<file path="src/rtl/deco_gen_pkg.sv">
// Shared constants and the 8x8 font for the text pixel generator.
package deco_gen_pkg;

  localparam int MAX_X = 640;
  localparam int MAX_Y = 480;

  localparam logic [2:0] GLYPH_SPACE = 3'd0;
  localparam logic [2:0] GLYPH_C     = 3'd1;
  localparam logic [2:0] GLYPH_O     = 3'd2;
  localparam logic [2:0] GLYPH_N     = 3'd3;
  localparam logic [2:0] GLYPH_T     = 3'd4;
  localparam logic [2:0] GLYPH_R     = 3'd5;
  localparam logic [2:0] GLYPH_L     = 3'd6;
  localparam logic [2:0] GLYPH_BLOCK = 3'd7;

  // Glyphs packed row 0 in the top byte; bit 7 of each row is the leftmost pixel.
  function automatic logic [7:0] font_row(input logic [2:0] code, input logic [2:0] row);
    logic [63:0] g;
    logic [5:0]  sh;
    case (code)
      GLYPH_C:     g = 64'h3C66_6060_6066_3C00;
      GLYPH_O:     g = 64'h3C66_6666_6666_3C00;
      GLYPH_N:     g = 64'h6676_7E7E_6E66_6600;
      GLYPH_T:     g = 64'h7E18_1818_1818_1800;
      GLYPH_R:     g = 64'h7C66_667C_786C_6600;
      GLYPH_L:     g = 64'h6060_6060_6060_7E00;
      GLYPH_BLOCK: g = 64'hFFFF_FFFF_FFFF_FFFF;
      default:     g = 64'h0;
    endcase
    sh = {~row, 3'b000};
    return g[sh +: 8];
  endfunction

endpackage

</file>
<file path="src/rtl/font_rom_8x8.sv">
// Combinational 8x8 font lookup: glyph code + row -> row pixels.
module font_rom_8x8
  import deco_gen_pkg::*;
(
  input  logic [2:0] code_i,
  input  logic [2:0] row_i,
  output logic [7:0] data_o
);

  assign data_o = font_row(code_i, row_i);

endmodule

</file>
<file path="src/rtl/deco_gen_text.sv">
// Two-stage text pixel generator: movable, blinking string of scaled 8x8 glyphs.
module deco_gen_text
  import deco_gen_pkg::*;
#(
  parameter int         N_CHARS      = 4,
  parameter int         SCALE_LOG2   = 1,
  parameter int         DEF_X        = 320,
  parameter int         DEF_Y        = 240,
  parameter int         BLINK_FRAMES = 30,
  parameter logic [2:0] BLANK_RGB    = 3'b111,
  parameter logic [2:0] BG_RGB       = 3'b000
)(
  input  logic       clk,
  input  logic       reset,
  input  logic       video_on,
  input  logic [9:0] pix_x,
  input  logic [9:0] pix_y,
  input  logic [2:0] sw_rgb,
  input  logic       char_we,
  input  logic [3:0] char_idx,
  input  logic [2:0] char_code,
  input  logic       pos_we,
  input  logic [9:0] pos_x,
  input  logic [9:0] pos_y,
  input  logic       blink_en,
  output logic [2:0] graph_rgb
);

  localparam int CW    = 8 << SCALE_LOG2;
  localparam int BOX_W = N_CHARS * CW;
  localparam int CSH   = 3 + SCALE_LOG2;
  localparam int BW    = (BLINK_FRAMES > 1) ? $clog2(BLINK_FRAMES) : 1;
  localparam logic [BW-1:0] BLINK_LAST = BW'(BLINK_FRAMES - 1);

  logic [2:0]    cell_q [N_CHARS];
  logic [9:0]    act_x_q, act_y_q, pend_x_q, pend_y_q;
  logic          pend_q;
  logic [BW-1:0] blink_cnt_q, blink_cnt_d;
  logic          phase_q, phase_d;
  logic          frame_tick;

  logic [10:0]   dx, dy, cell_w;
  logic          s1_in_box_d;
  logic [2:0]    s1_code_d;
  logic [2:0]    s1_code_q, s1_row_q, s1_col_q;
  logic          s1_in_box_q, s1_von_q;

  logic [7:0]    font_data;
  logic [2:0]    bit_sel;
  logic          font_bit;
  logic [2:0]    graph_rgb_d, graph_rgb_q;

  assign frame_tick = (pix_x == 10'd0) && (pix_y == 10'(MAX_Y));

  // Text buffer; out-of-range indices match no cell and are dropped.
  always_ff @(posedge clk) begin
    for (int i = 0; i < N_CHARS; i++) begin
      if (!reset)                             cell_q[i] <= GLYPH_SPACE;
      else if (char_we && char_idx == 4'(i))  cell_q[i] <= char_code;
    end
  end

  // Position: writes are staged and only take effect on the frame tick, so a
  // frame is never drawn at two positions. A write on the tick stays pending.
  always_ff @(posedge clk) begin
    if (!reset) begin
      act_x_q  <= 10'(DEF_X);
      act_y_q  <= 10'(DEF_Y);
      pend_x_q <= 10'(DEF_X);
      pend_y_q <= 10'(DEF_Y);
      pend_q   <= 1'b0;
    end else begin
      if (frame_tick && pend_q) begin
        act_x_q <= pend_x_q;
        act_y_q <= pend_y_q;
      end
      if (pos_we) begin
        pend_x_q <= pos_x;
        pend_y_q <= pos_y;
        pend_q   <= 1'b1;
      end else if (frame_tick) begin
        pend_q   <= 1'b0;
      end
    end
  end

  // Blink next state: frame counter wraps every BLINK_FRAMES ticks and flips phase.
  always_comb begin
    blink_cnt_d = blink_cnt_q;
    phase_d     = phase_q;
    if (!blink_en) begin
      blink_cnt_d = '0;
      phase_d     = 1'b0;
    end else if (frame_tick) begin
      if (blink_cnt_q == BLINK_LAST) begin
        blink_cnt_d = '0;
        phase_d     = ~phase_q;
      end else begin
        blink_cnt_d = blink_cnt_q + 1'b1;
      end
    end
  end

  // Blink state register.
  always_ff @(posedge clk) begin
    if (!reset) begin
      blink_cnt_q <= '0;
      phase_q     <= 1'b0;
    end else begin
      blink_cnt_q <= blink_cnt_d;
      phase_q     <= phase_d;
    end
  end

  // Pixel offsets are 11-bit so a pixel left/above the box wraps to a huge
  // value and falls outside the box compare; no signed logic needed.
  assign dx     = {1'b0, pix_x} - {1'b0, act_x_q};
  assign dy     = {1'b0, pix_y} - {1'b0, act_y_q};
  assign cell_w = dx >> CSH;

  // Stage 1 combinational: box test and cell code selection.
  always_comb begin
    s1_in_box_d = (dx < 11'(BOX_W)) && (dy < 11'(CW));
    s1_code_d   = GLYPH_SPACE;
    for (int i = 0; i < N_CHARS; i++)
      if (cell_w == 11'(i)) s1_code_d = cell_q[i];
  end

  // Stage 1 register.
  always_ff @(posedge clk) begin
    if (!reset) begin
      s1_code_q   <= GLYPH_SPACE;
      s1_row_q    <= '0;
      s1_col_q    <= '0;
      s1_in_box_q <= 1'b0;
      s1_von_q    <= 1'b0;
    end else begin
      s1_code_q   <= s1_code_d;
      s1_row_q    <= dy[SCALE_LOG2 +: 3];
      s1_col_q    <= dx[SCALE_LOG2 +: 3];
      s1_in_box_q <= s1_in_box_d;
      s1_von_q    <= video_on;
    end
  end

  font_rom_8x8 u_font (
    .code_i (s1_code_q),
    .row_i  (s1_row_q),
    .data_o (font_data)
  );

  assign bit_sel  = 3'd7 - s1_col_q;
  assign font_bit = font_data[bit_sel];

  // Stage 2 output mux; sw_rgb and blink_en are taken live here.
  always_comb begin
    graph_rgb_d = BG_RGB;
    if (!s1_von_q)
      graph_rgb_d = BLANK_RGB;
    else if (s1_in_box_q && font_bit && !(blink_en && phase_q))
      graph_rgb_d = sw_rgb;
  end

  // Stage 2 register.
  always_ff @(posedge clk) begin
    if (!reset) graph_rgb_q <= BLANK_RGB;
    else        graph_rgb_q <= graph_rgb_d;
  end

  assign graph_rgb = graph_rgb_q;

endmodule

</file>
<file path="config.mk">
export PLATFORM = sky130hd
export DESIGN_NAME = deco_gen_text
export DESIGN_NICKNAME = d
export VERILOG_FILES = /design/src/rtl/deco_gen_pkg.sv /design/src/rtl/font_rom_8x8.sv /design/src/rtl/deco_gen_text.sv
export SDC_FILE = /design/constraint.sdc
export NUM_CORES = 1
export LEC_CHECK = 0
export CORE_UTILIZATION = 50
export CTS_CLUSTER_SIZE = 10
export DETAILED_ROUTE_END_ITERATION = 8
export GPL_TIMING_DRIVEN = 1
export PLACE_DENSITY = 0.74
export SLEW_MARGIN = 15
export SYNTH_ARGS = -nofsm -noshare
export SYNTH_HDL_FRONTEND = slang
export SYNTH_SLANG_ARGS = --single-unit
</file>
<file path="constraint.sdc">
create_clock -name clk -period 5.75 [get_ports clk]
set_input_delay 0.8625 -clock clk [delete_from_list [all_inputs] [get_ports clk]]
set_output_delay 0.8625 -clock clk [all_outputs]
set_load 0.05 [all_outputs]
</file>
Word-level counts from Yosys, hierarchy flattened. Memories as Yosys holds them, arrays and structs flattened. Index checks and enable logic that the tools add are counted.

Flip-flop bits (word level): 61. Memory bits (writable): 12. Output and inout bits: 3. Memories kept: 1.

Shift-type cells: 1. Reductions and logical operators: 18. Add/subtract/negate cells: 4. Muxes and demuxes: 28. Bitwise logic cells: 6. $lt $le $gt $ge: 3. Eq/ne operators: 15.

Memory list: cell_q (words 4, bits a word 3, read ports 4, clocked after Yosys merged registers in 0, wr ports 4, line deco_gen_text.sv:35) `logic [2:0] cell_q [N_CHARS];`.

Operator list (count): $pmux 64 s7 (1); $shiftx 64x7->8 (1); $mux 3 (9); $sub 10x10->11 (2); $mux 1 (16); $eq 7x2->1 const B (2); $eq 3x3->1 const B (4); $logic_not 11->1 (1); $lt 11x5->1 const B (1); $lt 11x7->1 const B (1); $eq 10x9->1 const B (1); $logic_and 1x1->1 (10); $logic_not 10->1 (1); $eq 4x2->1 const B (2); $eq 7x1->1 const B (1); $eq 3x2->1 const B (2); $reduce_and 2->1 (3); $add 5x1->5 const B (1); $eq 5x5->1 const B (1); $mux 5 (1); $eq 4x1->1 const B (1); $logic_not 4->1 (1); $lt 3x4->1 const B (1); $or 1x1->1 (4); 7 further kinds (7).

Longest topological paths before layout.
Depth in word-level cells: 8. Depth in mapped cells: 8.

Modules after synthesis. A second synthesis with hierarchy kept.

Cell total of the unflattened synthesis: 459. Area, all modules: 4217.8 µm².

By module, submodules not included: deco_gen_text (cells an instance 388, area each 3756.1 µm², sequential area each 1581.5 µm², times used 1); font_rom_8x8 (cells an instance 71, area each 461.7 µm², sequential area each 0.0 µm², times used 1).

Worst setup path after synthesis. OpenSTA, ideal clock, no wires.

Path kind: input -> register. Start point: input port pix_x[0]. End point: register s1_code_q[0]. Cell stages on the path: 7. Path slack: 2.955 ns. Required time: 5.632 ns. Arrival time: 2.677 ns. Cells stage by stage: nand2b_1 -> fa_1 -> a21oi_1 -> o21bai_1 -> xor2_1 -> mux4_2 -> nor2b_1.

Longest elaborated chain between the ends: 6. Elaborated cells between the ends (all ways): 9.

RTL lines: start, declared (line deco_gen_text.sv:16) `input logic [9:0] pix_x,`; $sub 10x10->11 (*) (line deco_gen_text.sv:117) `assign dx = {1'b0, pix_x} - {1'b0, act_x_q};`; $logic_not 11->1 (line deco_gen_text.sv:126) `if (cell_w == 11'(i)) s1_code_d = cell_q[i];`; $mux 3 (3 in a row) (line deco_gen_text.sv:126); $mux 3 (*) (line deco_gen_text.sv:126); end signal, assigned (line deco_gen_text.sv:138) `s1_code_q <= s1_code_d;`; end, declared (line deco_gen_text.sv:45) `logic [2:0] s1_code_q, s1_row_q, s1_col_q;`.

Mark *: on every way between the ends. The rest lies on a longest branch, timed or not. A chain may end at the register's enable or synchronous reset.

Worst setup path after layout.
Start point: input port pix_x[0]. End point: register s1_in_box_q.

Longest elaborated chain between the ends: 3.

RTL lines: $sub 10x10->11 (line deco_gen_text.sv:117); $lt 11x7->1 (line deco_gen_text.sv:123) `s1_in_box_d = (dx < 11'(BOX_W)) && (dy < 11'(CW));`; $logic_and 1x1->1 (line deco_gen_text.sv:123); end signal, assigned (line deco_gen_text.sv:141) `s1_in_box_q <= s1_in_box_d;`; end, declared (line deco_gen_text.sv:46) `logic s1_in_box_q, s1_von_q;`.

No other way between the ends.

==> impl_metrics.prom <==
# TYPE chip_impl_metric gauge
chip_impl_info{name="result_of_the_run",value="completed"} 1
chip_impl_metric{name="hold_fails_final_rpt",unit=""} 0
chip_impl_metric{name="num-nets-final",unit=""} 593
chip_impl_metric{name="cp_max_fo",unit=""} 4
chip_impl_metric{name="p_leak",unit="nW"} 1.92
chip_impl_metric{name="seqCellArea",unit="µm²"} 1580
chip_impl_metric{name="synth_area",unit="µm²"} 4130
chip_impl_metric{name="grt_max_degree",unit=""} 60
chip_impl_metric{name="post_drt_wl_per_cell",unit="µm"} 14.2
chip_impl_info{name="regToRegEndpoint",value="s1_in_box_q$_SDFF_PN0_"} 1
chip_impl_metric{name="finClkSkew",unit="ns"} 0.00939
chip_impl_metric{name="cp_data_arrival_time",unit="ns"} 3.36
chip_impl_metric{name="drtIter0Drc",unit=""} 151
chip_impl_metric{name="die_w",unit="µm"} 92.9
chip_impl_info{name="tritoncts",value="yes"} 1
chip_impl_info{name="worstHoldPathType",value="reg2reg"} 1
chip_impl_info{name="synth_top_area_cell",value="dfxtp_1"} 1
chip_impl_metric{name="design.core.area",unit="µm²"} 7850
chip_impl_metric{name="grt_use_total",unit="%"} 21.6
chip_impl_info{name="hold_path_startpoint",value="act_x_q[9]$_SDFFE_PN0P_"} 1
chip_impl_metric{name="fp.dieH",unit="µm"} 92.9
chip_impl_metric{name="r2r_cells",unit=""} 8
chip_impl_metric{name="global_route_wire_length_before_repair",unit="mm"} 14.9
chip_impl_metric{name="period_needed",unit="ns"} 3.13
chip_impl_metric{name="max-slew-margin-rel",unit="%"} 21.1
chip_impl_metric{name="post_synth_inst_count",unit=""} 469
chip_impl_metric{name="place.detailed.hpwl",unit="mm"} 6.58
chip_impl_metric{name="worstSkewPairLatency",unit="ns"} 0.34
chip_impl_metric{name="htreeDepth",unit=""} 3
chip_impl_metric{name="yosysWarnings",unit=""} 0
chip_impl_metric{name="synth_enable_flop_cells",unit=""} 12
chip_impl_metric{name="postCtsSetupRepairBufs",unit=""} 0
chip_impl_metric{name="drtAntennaViolNets",unit=""} 0
chip_impl_info{name="timing_worst_setup_path_type",value="in2reg"} 1
chip_impl_metric{name="cts_hold_buffers",unit=""} 0
chip_impl_metric{name="area_of_the_die",unit="µm²"} 8630
chip_impl_info{name="crit_chain",value="clkdlybuf4s50_1 -> nand2b_1 -> fa_1 -> a21oi_1 -> o21ai_1 -> a221o_1 -> mux2_2 -> nand4_1 -> nor4_1"} 1
chip_impl_metric{name="holdWs",unit="ns"} 0.459
chip_impl_metric{name="grt_pass1_vias",unit=""} 3324
chip_impl_metric{name="numCtsBuffers",unit=""} 9
chip_impl_metric{name="fraction_of_final_layout_cells_with_drive_strength_greater_than_1",unit="%"} 5.39
chip_impl_metric{name="maxCapViolations",unit=""} 0
chip_impl_metric{name="antennaDiodeCount",unit=""} 0
chip_impl_metric{name="cts_repair_resize_count",unit=""} 0
chip_impl_metric{name="grt_overflow",unit=""} 0
chip_impl_metric{name="synth_top_cell_area_share",unit="%"} 29.5
chip_impl_metric{name="timing_worst_slew_pin_value",unit="ns"} 1.18
chip_impl_metric{name="multiInputGateArea",unit="µm²"} 2300
chip_impl_metric{name="ioPinCount",unit=""} 59
chip_impl_metric{name="fill_cells",unit=""} 713
chip_impl_metric{name="drt-pass1-iter-count",unit=""} 4
chip_impl_metric{name="report.final.slew_viol_count",unit=""} 0
chip_impl_info{name="reg2reg_from",value="act_x_q[0]$_SDFFE_PN0P_"} 1
chip_impl_metric{name="asr_flop_ratio_synth",unit="%"} 0
chip_impl_metric{name="path_clk_slew",unit="ns"} 0.07
chip_impl_metric{name="mappedNetlistNets",unit=""} 547
chip_impl_metric{name="power-per-cell-area",unit="nW/µm²"} 238
chip_impl_metric{name="cp_slowest_stage_delay",unit="ns"} 0.42
chip_impl_metric{name="floorplan.initialDensity",unit="%"} 52.7
chip_impl_info{name="mostFrequentLayoutCells",value="dfxtp_1, clkdlybuf4s50_1, nand2_1"} 1
chip_impl_metric{name="final_setup_violating_endpoints",unit=""} 0
chip_impl_metric{name="r2r_setup_slack",unit="ns"} 3.30
chip_impl_metric{name="tritoncts_num_sinks",unit=""} 73
chip_impl_metric{name="worst_ir_drop_vdd",unit="V"} 0.000157
chip_impl_metric{name="gpl.final_weighted_congestion",unit=""} 0.889
chip_impl_metric{name="number_of_instances_in_the_placed_design",unit=""} 606
chip_impl_info{name="worst_setup_path_endpoint",value="s1_in_box_q$_SDFF_PN0_"} 1
chip_impl_info{name="cts_root_buffer",value="clkbuf_8"} 1
chip_impl_metric{name="timing.final.crit_share",unit="%"} 54.4
chip_impl_metric{name="timing.critical_path.required",unit="ns"} 5.98
chip_impl_info{name="final_common_cell",value="dfxtp_1"} 1
chip_impl_info{name="worst_setup_path_end_kind",value="flop"} 1
chip_impl_metric{name="synthDistinctLibCells",unit=""} 62
chip_impl_info{name="cp-startpoint",value="pix_x[0]"} 1
chip_impl_info{name="worst_path_max_delay_cell",value="fa_1"} 1
chip_impl_metric{name="cp.buffers_inverters",unit=""} 1
chip_impl_metric{name="io_buffer_count",unit=""} 58
chip_impl_metric{name="viasPerCell",unit=""} 5.55
chip_impl_info{name="critical_path.startpoint_type",value="input pin"} 1
chip_impl_metric{name="final_cells",unit=""} 621
chip_impl_metric{name="finalWirelength",unit="mm"} 8.82
chip_impl_metric{name="std_cell_rows",unit=""} 32
chip_impl_metric{name="maxClockFrequency",unit="MHz"} 320
chip_impl_metric{name="cts_buffer_depth",unit=""} 2
chip_impl_metric{name="route.detailed.drc",unit=""} 0
chip_impl_metric{name="fin_tns_setup",unit="ns"} 0
chip_impl_metric{name="area_growth_syn_to_layout",unit="%"} 20.0
chip_impl_metric{name="synthesis.area_per_instance",unit="µm²"} 8.81
chip_impl_info{name="setup_repair_after_global_routing_missed_its_margin",value="no"} 1
chip_impl_info{name="ys_top_cells_by_area",value="dfxtp_1, edfxtp_1, ha_1, mux2i_1, nand2_1"} 1
chip_impl_metric{name="postSynthRegisterBits",unit=""} 73
chip_impl_metric{name="vias",unit=""} 3448
chip_impl_info{name="synth-main-ff-cell",value="dfxtp_1"} 1
chip_impl_metric{name="worstSetupPathDepth",unit=""} 9
chip_impl_metric{name="synth_seq_area_share",unit="%"} 38.3
chip_impl_info{name="path_delay_family",value="simple AND/OR/NAND/NOR gates"} 1
chip_impl_metric{name="antenna_found_initial",unit=""} 0
==> worst min-delay path by stage <==
stage	end	slack, ns	cells after the start
after floorplan	act_x_q[1]$_SDFFE_PN0P_	0.44	2
after global placement	act_x_q[9]$_SDFFE_PN0P_	0.44	2
after detailed placement	act_y_q[3]$_SDFFE_PN0P_	0.45	2
after CTS	act_y_q[3]$_SDFFE_PN0P_	0.46	2
after global routing	act_x_q[3]$_SDFFE_PN0P_	0.48	2
final	act_x_q[9]$_SDFFE_PN0P_	0.46	2
==> sequential cells by signal, indices dropped and copies added (netlist names) <==
signal,cells
cell_q,12
act_x_q,10
act_y_q,10
pend_x_q,10
pend_y_q,10
blink_cnt_q,5
graph_rgb,3
s1_code_q,3
s1_col_q,3
s1_row_q,3
pend_q,1
phase_q,1
s1_in_box_q,1
s1_von_q,1
==> worst min-delay path, stage by stage, from the launching register on <==
cell,delay (ns)
dfxtp_1,0.31
nand2_1,0.05
a21boi_1,0.05
==> synth_stat cells, types with 2 or more instances <==
cell type	count
nand2_1	50
buf_4	2
a21boi_0	6
nand3_1	33
nor2b_1	23
a21o_1	4
a31oi_1	3
clkbuf_1	11
o31ai_1	2
fa_1	2
nand4_1	7
o221ai_1	3
a311oi_1	2
o22ai_1	2
o311ai_1	2
nor3_1	8
buf_2	4
xor2_1	8
or3_1	2
and2_1	20
o21a_1	4
clkbuf_4	3
nor4b_1	5
xnor2_1	5
inv_1	29
buf_6	2
o21ai_0	10
buf_1	2
o21ai_1	2
a211oi_1	4
a21boi_1	9
and3_1	2
mux2i_1	23
mux4_2	3
nand2b_1	8
edfxtp_1	12
nor4_1	5
ha_1	20
nor2_1	24
a21oi_1	21
dfxtp_1	61
==> layout make-up <==
class | instances | area share, %
tap | 102 | 2.57
inverter | 30 | 2.27
clock buffer | 11 | 3.28
timing repair buffer | 60 | 12.0
sequential | 73 | 31.9
clock inverter | 4 | 1.49
multi-input combinational | 341 | 46.5
==> cells by family after synthesis <==
logic type / Yosys count / synth area share (%)
AO/OA/AOI/OAI: 87 / 14.4
XOR/XNOR: 13 / 2.76
adder cells (fa/ha/maj): 22 / 7.02
buffers and inverters: 55 / 6.09
flip-flops: 73 / 38.3
multiplexers: 27 / 7.48
AND/OR/NAND/NOR: 192 / 24.0
==> power by group <==
part | internal [mW] | switching (mW)
clock network | 0.280 | 0.184
registers | 0.538 | 0.0190
logic | 0.0866 | 0.0717
total | 0.905 | 0.274
==> per-layer routing <==
metal | up-vias | GRT usage [%] | wire [µm]
met1 | 1622 | 26.0 | 3870
li1 | 1740 | - | -
met5 | - | 0 | 0
met4 | 0 | 7.18 | 81
met3 | 6 | 4.35 | 395
met2 | 80 | 38.2 | 4470
==> per-stage QoR <==
step           utilization, %  power [mW]  cell area [µm²]  setup slack (ns)
4_1_cts                  63.2        1.19             4960              2.63
2_1_floorplan               -       0.662             4130              2.95
3_5_place_dp             60.2       0.727             4720              2.27
6_report                 63.2        1.18             4960              2.62
5_1_grt                  63.2        1.23             4960              2.51
3_3_place_gp             60.2       0.723             4720              2.35
Note: power is estimated with default switching activity, not from simulation.
